<file path="config.mk">
export PLATFORM = sky130hd
export DESIGN_NAME = rvvi_trace_receiver
export DESIGN_NICKNAME = d
export VERILOG_FILES = /design/src/rtl/rvvi_rx_pkg.sv /design/src/rtl/rvvi_rec_fifo.sv /design/src/rtl/rvvi_trace_receiver.sv
export SDC_FILE = /design/constraint.sdc
export NUM_CORES = 2
export LEC_CHECK = 0
export BUFFER_PORTS_ARGS = -buffer_cell sky130_fd_sc_hd__buf_2
export CAP_MARGIN = 40
export CORE_UTILIZATION = 40
export CTS_BUF_LIST = sky130_fd_sc_hd__clkbuf_16
export DETAILED_ROUTE_END_ITERATION = 8
export PLACE_DENSITY_LB_ADDON = 0.08
export SYNTH_ARGS = -nofsm -noshare
export SYNTH_HDL_FRONTEND = slang
export SYNTH_SLANG_ARGS = --single-unit
</file>
<file path="constraint.sdc">
create_clock -name clk -period 5.4 [get_ports clk]
set_clock_uncertainty 0.1 [all_clocks]
set_input_delay 1.62 -clock clk [delete_from_list [all_inputs] [get_ports clk]]
set_output_delay 1.62 -clock clk [all_outputs]
set_load 0.03 [all_outputs]
</file>
<file path="src/rtl/rvvi_rx_pkg.sv">
// Shared types and constants for the RVVI trace receiver.
// rvvi_rec_t is one buffered retirement/trap event.
package rvvi_rx_pkg;

  localparam int unsigned ORDER_W  = 64;
  localparam int unsigned REC_ILEN = 32;
  localparam int unsigned REC_XLEN = 32;

  typedef struct packed {
    logic [ORDER_W-1:0]  order;
    logic [REC_ILEN-1:0] insn;
    logic [REC_XLEN-1:0] pc;
    logic                trap;
    logic [1:0]          mode;
  } rvvi_rec_t;

endpackage : rvvi_rx_pkg

</file>
<file path="src/rtl/rvvi_rec_fifo.sv">
// Synchronous FIFO of trace records with registered storage.
// The head entry is read combinationally from storage (no bypass).
// Ports:
//   clk, reset         clock, synchronous active-high reset
//   push_i / pop_i     enqueue / dequeue strobes
//   wdata_i            record to enqueue
//   rdata_o            head record
//   full_o / empty_o   derived from occupancy
//   level_o            current occupancy
module rvvi_rec_fifo
  import rvvi_rx_pkg::*;
#(
  parameter int unsigned DEPTH = 8
) (
  input  logic                       clk,
  input  logic                       reset,
  input  logic                       push_i,
  input  logic                       pop_i,
  input  rvvi_rec_t                  wdata_i,
  output rvvi_rec_t                  rdata_o,
  output logic                       full_o,
  output logic                       empty_o,
  output logic [$clog2(DEPTH):0]     level_o
);

  localparam int unsigned AW = $clog2(DEPTH);
  localparam int unsigned LW = AW + 1;

  rvvi_rec_t         mem_q [DEPTH];
  logic [AW-1:0]     wr_ptr_q, wr_ptr_d;
  logic [AW-1:0]     rd_ptr_q, rd_ptr_d;
  logic [LW-1:0]     level_q,  level_d;
  logic              do_push, do_pop;

  assign full_o  = (level_q == LW'(DEPTH));
  assign empty_o = (level_q == '0);
  assign level_o = level_q;
  assign rdata_o = mem_q[rd_ptr_q];

  // Guard strobes so the FIFO can never over/underflow on its own.
  assign do_pop  = pop_i && !empty_o;
  assign do_push = push_i && (!full_o || do_pop);

  // Pointer and occupancy next-state; pointers wrap naturally (power-of-two depth).
  always_comb begin
    wr_ptr_d = wr_ptr_q;
    rd_ptr_d = rd_ptr_q;
    level_d  = level_q;
    if (do_push) wr_ptr_d = wr_ptr_q + AW'(1);
    if (do_pop)  rd_ptr_d = rd_ptr_q + AW'(1);
    case ({do_push, do_pop})
      2'b10:   level_d = level_q + LW'(1);
      2'b01:   level_d = level_q - LW'(1);
      default: level_d = level_q;
    endcase
  end

  // Storage cleared on reset so the head reads as zero when empty.
  always_ff @(posedge clk) begin
    if (reset) begin
      wr_ptr_q <= '0;
      rd_ptr_q <= '0;
      level_q  <= '0;
      for (int i = 0; i < DEPTH; i++) mem_q[i] <= '0;
    end else begin
      wr_ptr_q <= wr_ptr_d;
      rd_ptr_q <= rd_ptr_d;
      level_q  <= level_d;
      if (do_push) mem_q[wr_ptr_q] <= wdata_i;
    end
  end

endmodule : rvvi_rec_fifo

</file>
<file path="src/rtl/rvvi_trace_receiver.sv">
// RVVI trace consumer for one hart / one retire slot.
// Checks that the order field is gap-free, buffers events in a FIFO and
// hands them to a collector over valid/ready.
// Ports:
//   clk, reset                       clock, synchronous active-high reset
//   trace_*                          incoming retirement/trap event
//   out_valid/out_ready, out_*       head-of-FIFO handshake and record
//   order_err                        one-cycle pulse on sequence violation
//   order_err_count                  saturating violation count
//   overflow                         sticky: event dropped because FIFO full
//   fill_level                       FIFO occupancy
module rvvi_trace_receiver
  import rvvi_rx_pkg::*;
#(
  parameter int unsigned ILEN  = 32,
  parameter int unsigned XLEN  = 32,
  parameter int unsigned DEPTH = 8,
  parameter int unsigned CNTW  = 16
) (
  input  logic                       clk,
  input  logic                       reset,
  input  logic                       trace_valid,
  input  logic [ORDER_W-1:0]         trace_order,
  input  logic [ILEN-1:0]            trace_insn,
  input  logic [XLEN-1:0]            trace_pc,
  input  logic                       trace_trap,
  input  logic [1:0]                 trace_mode,
  output logic                       out_valid,
  input  logic                       out_ready,
  output logic [ORDER_W-1:0]         out_order,
  output logic [ILEN-1:0]            out_insn,
  output logic [XLEN-1:0]            out_pc,
  output logic                       out_trap,
  output logic [1:0]                 out_mode,
  output logic                       order_err,
  output logic [CNTW-1:0]            order_err_count,
  output logic                       overflow,
  output logic [$clog2(DEPTH):0]     fill_level
);

  rvvi_rec_t            rec_in, rec_head;
  logic                 fifo_full, fifo_empty;
  logic                 push_c, pop_c;

  logic                 seeded_q, seeded_d;
  logic [ORDER_W-1:0]   exp_q,    exp_d;
  logic                 err_q,    err_d;
  logic [CNTW-1:0]      cnt_q,    cnt_d;
  logic                 ovf_q,    ovf_d;

  always_comb begin
    rec_in       = '0;
    rec_in.order = trace_order;
    rec_in.insn  = trace_insn;
    rec_in.pc    = trace_pc;
    rec_in.trap  = trace_trap;
    rec_in.mode  = trace_mode;
  end

  assign pop_c  = out_valid && out_ready;
  // A full FIFO still accepts when the head leaves in the same cycle.
  assign push_c = trace_valid && (!fifo_full || pop_c);

  rvvi_rec_fifo #(
    .DEPTH (DEPTH)
  ) u_fifo (
    .clk     (clk),
    .reset   (reset),
    .push_i  (push_c),
    .pop_i   (pop_c),
    .wdata_i (rec_in),
    .rdata_o (rec_head),
    .full_o  (fifo_full),
    .empty_o (fifo_empty),
    .level_o (fill_level)
  );

  assign out_valid = !fifo_empty;
  assign out_order = rec_head.order;
  assign out_insn  = rec_head.insn;
  assign out_pc    = rec_head.pc;
  assign out_trap  = rec_head.trap;
  assign out_mode  = rec_head.mode;

  // Sequence checker and overflow flag; every valid event is checked,
  // whether stored or dropped. Order arithmetic wraps modulo 2^64.
  always_comb begin
    seeded_d = seeded_q;
    exp_d    = exp_q;
    err_d    = 1'b0;
    cnt_d    = cnt_q;
    ovf_d    = ovf_q;
    if (trace_valid) begin
      exp_d = trace_order + ORDER_W'(1);
      if (!seeded_q) begin
        seeded_d = 1'b1;
      end else if (trace_order != exp_q) begin
        err_d = 1'b1;
        if (!(&cnt_q)) cnt_d = cnt_q + CNTW'(1);
      end
      if (fifo_full && !pop_c) ovf_d = 1'b1;
    end
  end

  always_ff @(posedge clk) begin
    if (reset) begin
      seeded_q <= 1'b0;
      exp_q    <= '0;
      err_q    <= 1'b0;
      cnt_q    <= '0;
      ovf_q    <= 1'b0;
    end else begin
      seeded_q <= seeded_d;
      exp_q    <= exp_d;
      err_q    <= err_d;
      cnt_q    <= cnt_d;
      ovf_q    <= ovf_d;
    end
  end

  assign order_err       = err_q;
  assign order_err_count = cnt_q;
  assign overflow        = ovf_q;

endmodule : rvvi_trace_receiver
</file>
After elaboration in Yosys (flattened, before gate mapping) --
Memory sizes are Yosys's and may differ from the RTL's. A register that Yosys moved wholly into a read port is not among the register bits. Index checks and enable logic that the tools add are counted.
Storage, ports and cells: flip-flop bits (word level) 93, bits in latches 0, memory bits (writable) 1048, memory bits (read-only) 0, bits of input ports 135, output and inout port bits 154, logic and storage cells 51, memories 1
Operators by class: $add $sub $neg 6, multipliers 0, divide/modulo/power cells 0, $lt $le $gt $ge 0, equality and inequality tests 4, shifts and indexed selects 0, muxes and demuxes 12, bitwise logic cells 3, reductions and logical operators 17
Memory list:
- u_fifo.mem_q | depth 8, width 131, read ports 1, clocked after Yosys merged registers in 1, wr ports 8, line rvvi_rec_fifo.sv:29 | rvvi_rec_t mem_q [DEPTH];
Operator list (number):
- $mux W131 | 1
- $reduce_or A131 Y1 | 1
- $add A64 B1 Y64 const B | 1
- $ne A64 B64 Y1 | 1
- $add A16 B1 Y16 const B | 1
- $reduce_and A16 Y1 | 1
- $mux W3 | 3
- $pmux W4 S2 | 1
- $mux W1 | 7
- $add A3 B1 Y3 const B | 2
- $logic_and A1 B1 Y1 | 5
- $add A4 B1 Y4 const B | 1
- $eq A4 B4 Y1 const B | 1
- $logic_not A4 Y1 | 1
- $reduce_and A4 Y1 | 1
- $sub A4 B1 Y4 const B | 1
- $logic_not A1 Y1 | 3
- $not A1 Y1 | 3
- $reduce_or A3 Y1 | 1
- $eq A2 B1 Y1 const B | 1
- $eq A2 B2 Y1 const B | 1
- $logic_or A1 B1 Y1 | 2
- $reduce_and A2 Y1 | 1
- $reduce_bool A2 Y1 | 1

Longest topological paths before layout --
depth in word-level cells 11, mapped depth 14, depth with buffers taken out 11

Modules after synthesis --
A second synthesis with hierarchy kept.
Unflattened totals: cell total of the unflattened synthesis 3711, area, all modules 51030.2 µm²
By module, submodules not included:
- rvvi_rec_fifo | times used 1, cells an instance 3075, area an instance 45835.2 µm², seq. area each 31730.4 µm²
- rvvi_trace_receiver | times used 1, cells an instance 636, area an instance 5195.0 µm², seq. area each 1661.6 µm²

Least setup slack after synthesis --
No wires, ideal clock.
path kind input port to flip-flop, from in trace_valid, to mem u_fifo.mem_q[2][0] in the netlist's numbering, enable pin, library setup time 0.435 ns, arrival 4.739 ns, required time 4.865 ns, setup slack 0.126 ns, stages 8, path buffers 4, path through clkbuf_1 -> and2_1 -> clkbuf_1 -> nand2_1 -> clkbuf_1 -> nor2_1 -> clkbuf_1 -> or2_2
RTL lines:
- from (decl) | line rvvi_trace_receiver.sv:22 | input logic trace_valid,
- to (decl) | line rvvi_rec_fifo.sv:29

==> impl_metrics.env <==
export IMPL_final_layout_size_suffix_gt1_share_pct=25.51
export IMPL_final_util_pct=46.39
export IMPL_crit_end="out_pc[2]"
export IMPL_drt_first_pass_iters=5
export IMPL_fin_tns_setup_ns=0
export IMPL_min_from="overflow"
export IMPL_ys_ff_latch=1144
export IMPL_vdd_ir_drop_max_mv=0.3574
export IMPL_fillers=11270
export IMPL_cp_end_kind="output pin"
export IMPL_timing_final_crit_share_pct=89.43
export IMPL_reg2reg_depth=8
export IMPL_clock_path_buffers=3
export IMPL_cts_sinks=1144
export IMPL_critical_path_slowest_cell="dfxtp_4"
export IMPL_drt_vias_per_instance=5.402
export IMPL_crit_fanout=55
export IMPL_post_cts_repair_setup_buffers=0
export IMPL_coreArea_um2=129300
export IMPL_rsz0062_at_grt="false"
export IMPL_critical_path_class="flop to output pin"
export IMPL_status="finished, final reports clean"
export IMPL_finalWirelength_um=143900
export IMPL_grt_pass1_wl_um=212000
export IMPL_syn_area_per_cell_um2=15.13
export IMPL_io_pins=289
export IMPL_synthCells=3445
export IMPL_drc_errors=0
export IMPL_fin_nets=3782
export IMPL_synth_yosys_warnings=0
export IMPL_vias=29700
export IMPL_cts_made_buffers=131
export IMPL_max_freq_mhz=207.1
export IMPL_crit_path_start_kind="flop"
export IMPL_finalMaxSlewViolations=0
export IMPL_cts_clk_slew_worst_paths_ns=0.06
export IMPL_timing_final_ws_setup_ns=0.5708
export IMPL_wl_per_cell_um=26.18
export IMPL_grt_pass1_vias=31650
export IMPL_cts_tree="yes"
export IMPL_clkLatencyLatePin_ns=0.76
export IMPL_synth_ff_type="edfxtp_1"
export IMPL_hold_class="flop to flop"
export IMPL_ys_async_sr_fraction_pct=0
export IMPL_die_w_um=363.0
export IMPL_place_ws_ns=1.041
export IMPL_worstPathArrival_ns=3.11
export IMPL_synth_edff_count=1048
export IMPL_crit_path_max_incr_delay_ns=0.71
export IMPL_start_util_pct=40.31
export IMPL_yosysSeqAreaShare_pct=64.05
export IMPL_gr_total_overflow=0
export IMPL_fin_crit_ns=4.829
export IMPL_worstMarginPinSlew_ns=0.8342
export IMPL_htreeDepth=4
export IMPL_die_h_um=363.0
export IMPL_cts_resized=0
export IMPL_max_slew_margin_pct=44.39
export IMPL_fin_area_um2=59990
export IMPL_yosysUniqueCellTypes=51
export IMPL_critPathTopFamily="multiplexers"
export IMPL_powerDensity_nw_per_um2=402.7
export IMPL_hpwl_um=76490
export IMPL_fp_row_count=132
export IMPL_dieArea_um2=131800
export IMPL_grt_max_degree=132
export IMPL_ctsHoldBuffers=0
export IMPL_antenna_found_initial=41
export IMPL_crit_cells=4
export IMPL_gp_congestion=0.8007
export IMPL_reg2reg_to="u_fifo.mem_q[7][78]"
export IMPL_syn_num_nets=3587
export IMPL_worstPathRequired_ns=3.68
export IMPL_r2r_start="u_fifo.level_o[1]"
export IMPL_cts_root_buffer="clkbuf_16"
export IMPL_grt_usage_pct=22.12
export IMPL_p_leak_nw=21.82
export IMPL_dpl_cell_area_um2=55730
export IMPL_path_cells="buf_12 -> mux4_2 -> mux2_2 -> buf_2"
export IMPL_port_buffers=288
export IMPL_ant_nets=0
export IMPL_syn2layout_area_growth_pct=15.07
export IMPL_finalSetupViolCount=0
export IMPL_ff2ff_setup_slack_ns=2.15
export IMPL_drv_cap=0
export IMPL_hold_viol=0
export IMPL_dr_first_iter_drc_count=2566
export IMPL_netlist_area_um2=52130
export IMPL_crit_buf_inv=2
## placed cells by master (no fill, tap or decap), drive strengths merged, types with 10 or more instances in the layout
master  count
nor3       35
buf       345
nand2      42
mux4      262
nor2      107
xor2       95
mux2      141
clkinv     53
o21ai      17
inv        45
and4       10
nand4      32
nor4       43
dfxtp      96
and2     1017
xnor2      25
or3        20
bufinv     12
a211oi     48
nand3      26
a311oi     14
diode      11
nor2b      10
clkbuf    136
edfxtp   1048
## cell usage after synthesis (3+ instances only)
master	number	area (um^2)
clkbuf_1	251	942.2
dfxtp_1	96	1922
mux2_2	141	1588
and2_1	1017	6362
mux2i_1	3	30.03
and4_1	10	87.58
nand2b_1	5	31.28
nand3b_1	4	30.03
xnor2_1	25	219.0
or4_1	3	22.52
buf_1	28	105.1
edfxtp_1	1048	31470
ha_1	7	87.58
buf_2	3	15.01
or3_1	19	118.9
and3_1	7	43.79
nor2b_1	10	62.56
nand3_1	25	125.1
o21ai_0	17	85.08
nor4_1	42	262.8
nand2_1	42	157.7
a211oi_1	48	360.4
inv_1	7	26.28
nor3_1	34	170.2
xor2_1	95	832.1
or2_2	8	50.05
nand4_1	31	193.9
mux4_2	262	5901
nor2_1	107	401.6
a311oi_1	14	122.6
a21oi_1	9	45.04
## per-layer routing
layer | routed length, um | GRT usage, %
met5 | 232 | 0
met4 | 3289 | 6.619
met3 | 8931 | 4.768
met2 | 71150 | 37.31
met1 | 60330 | 28.55
## sequential cells by signal (all words and copies together) (netlist names), named ones only
signal,cells
order_err_count,16
exp_q,64
seeded_q,1
u_fifo.rd_ptr_q,3
overflow,1
u_fifo.level_o,4
u_fifo.wr_ptr_q,3
order_err,1
u_fifo.mem_q,1048
## tightest hold or removal path, cell delays in order (launching register included)
cell     delay (ns)
dfxtp_1        0.33
a21oi_1        0.05
nor2_1         0.07
## worst min-delay path by stage
| stage | slack (ns) | depth (start not counted) | end |
|---|---|---|---|
| 6_report | 0.38 | 2 | overflow |
| 5_1_grt | 0.39 | 2 | flop |
| 3_5_place_dp | 0.37 | 2 | overflow |
| 3_3_place_gp | 0.35 | 2 | flop |
| 4_1_cts | 0.39 | 2 | flop |
| 2_1_floorplan | 0.35 | 2 | flop |
## where the power goes
group | internal (W) | switching (W) | leakage (nW)
logic | 0.00209 | 0.00291 | 7.98
registers | 0.0102 | 0.000239 | 11.7
clock network | 0.00514 | 0.00362 | 2.19
## cell type report
| type | count | area, um^2 | share of cell area [%] |
|---|---|---|---|
| sequential | 1144 | 33400 | 55.68 |
| multi-input combinational | 2009 | 17720 | 29.53 |
| clock buffer | 136 | 3403 | 5.673 |
| timing repair buffer | 345 | 2402 | 4.005 |
| tap | 1742 | 2180 | 3.633 |
| clock inverter | 101 | 822.0 | 1.370 |
| inverter | 9 | 33.78 | 0.05632 |
| antenna | 11 | 27.53 | 0.04589 |
## cell families (layout without fill, tap and decap cells)
family / count (synthesis) / in the layout / synth area share (%)
and+or+nand+nor: 1380 / 1380 / 15.92
adders and majority gates: 7 / 7 / 0.1680
buffers and inverters: 292 / 591 / 2.117
xor gates and xnor gates: 120 / 120 / 2.016
muxes: 406 / 406 / 14.42
AOI/OAI and AO/OA: 96 / 96 / 1.303
other: 0 / 11 / 0
DFF: 1144 / 1144 / 64.05
## through the flow
step                instances  hold WS, ns  power (W)
floorplan                3445       0.3541    0.01404
global placement         5247       0.3540    0.01564
detailed placement       5249       0.3715    0.01570
CTS                      5486       0.3851    0.02449
global route             5488       0.3920    0.02507
finish                   5497       0.3841    0.02416
Power figures use the tool's default switching activity.
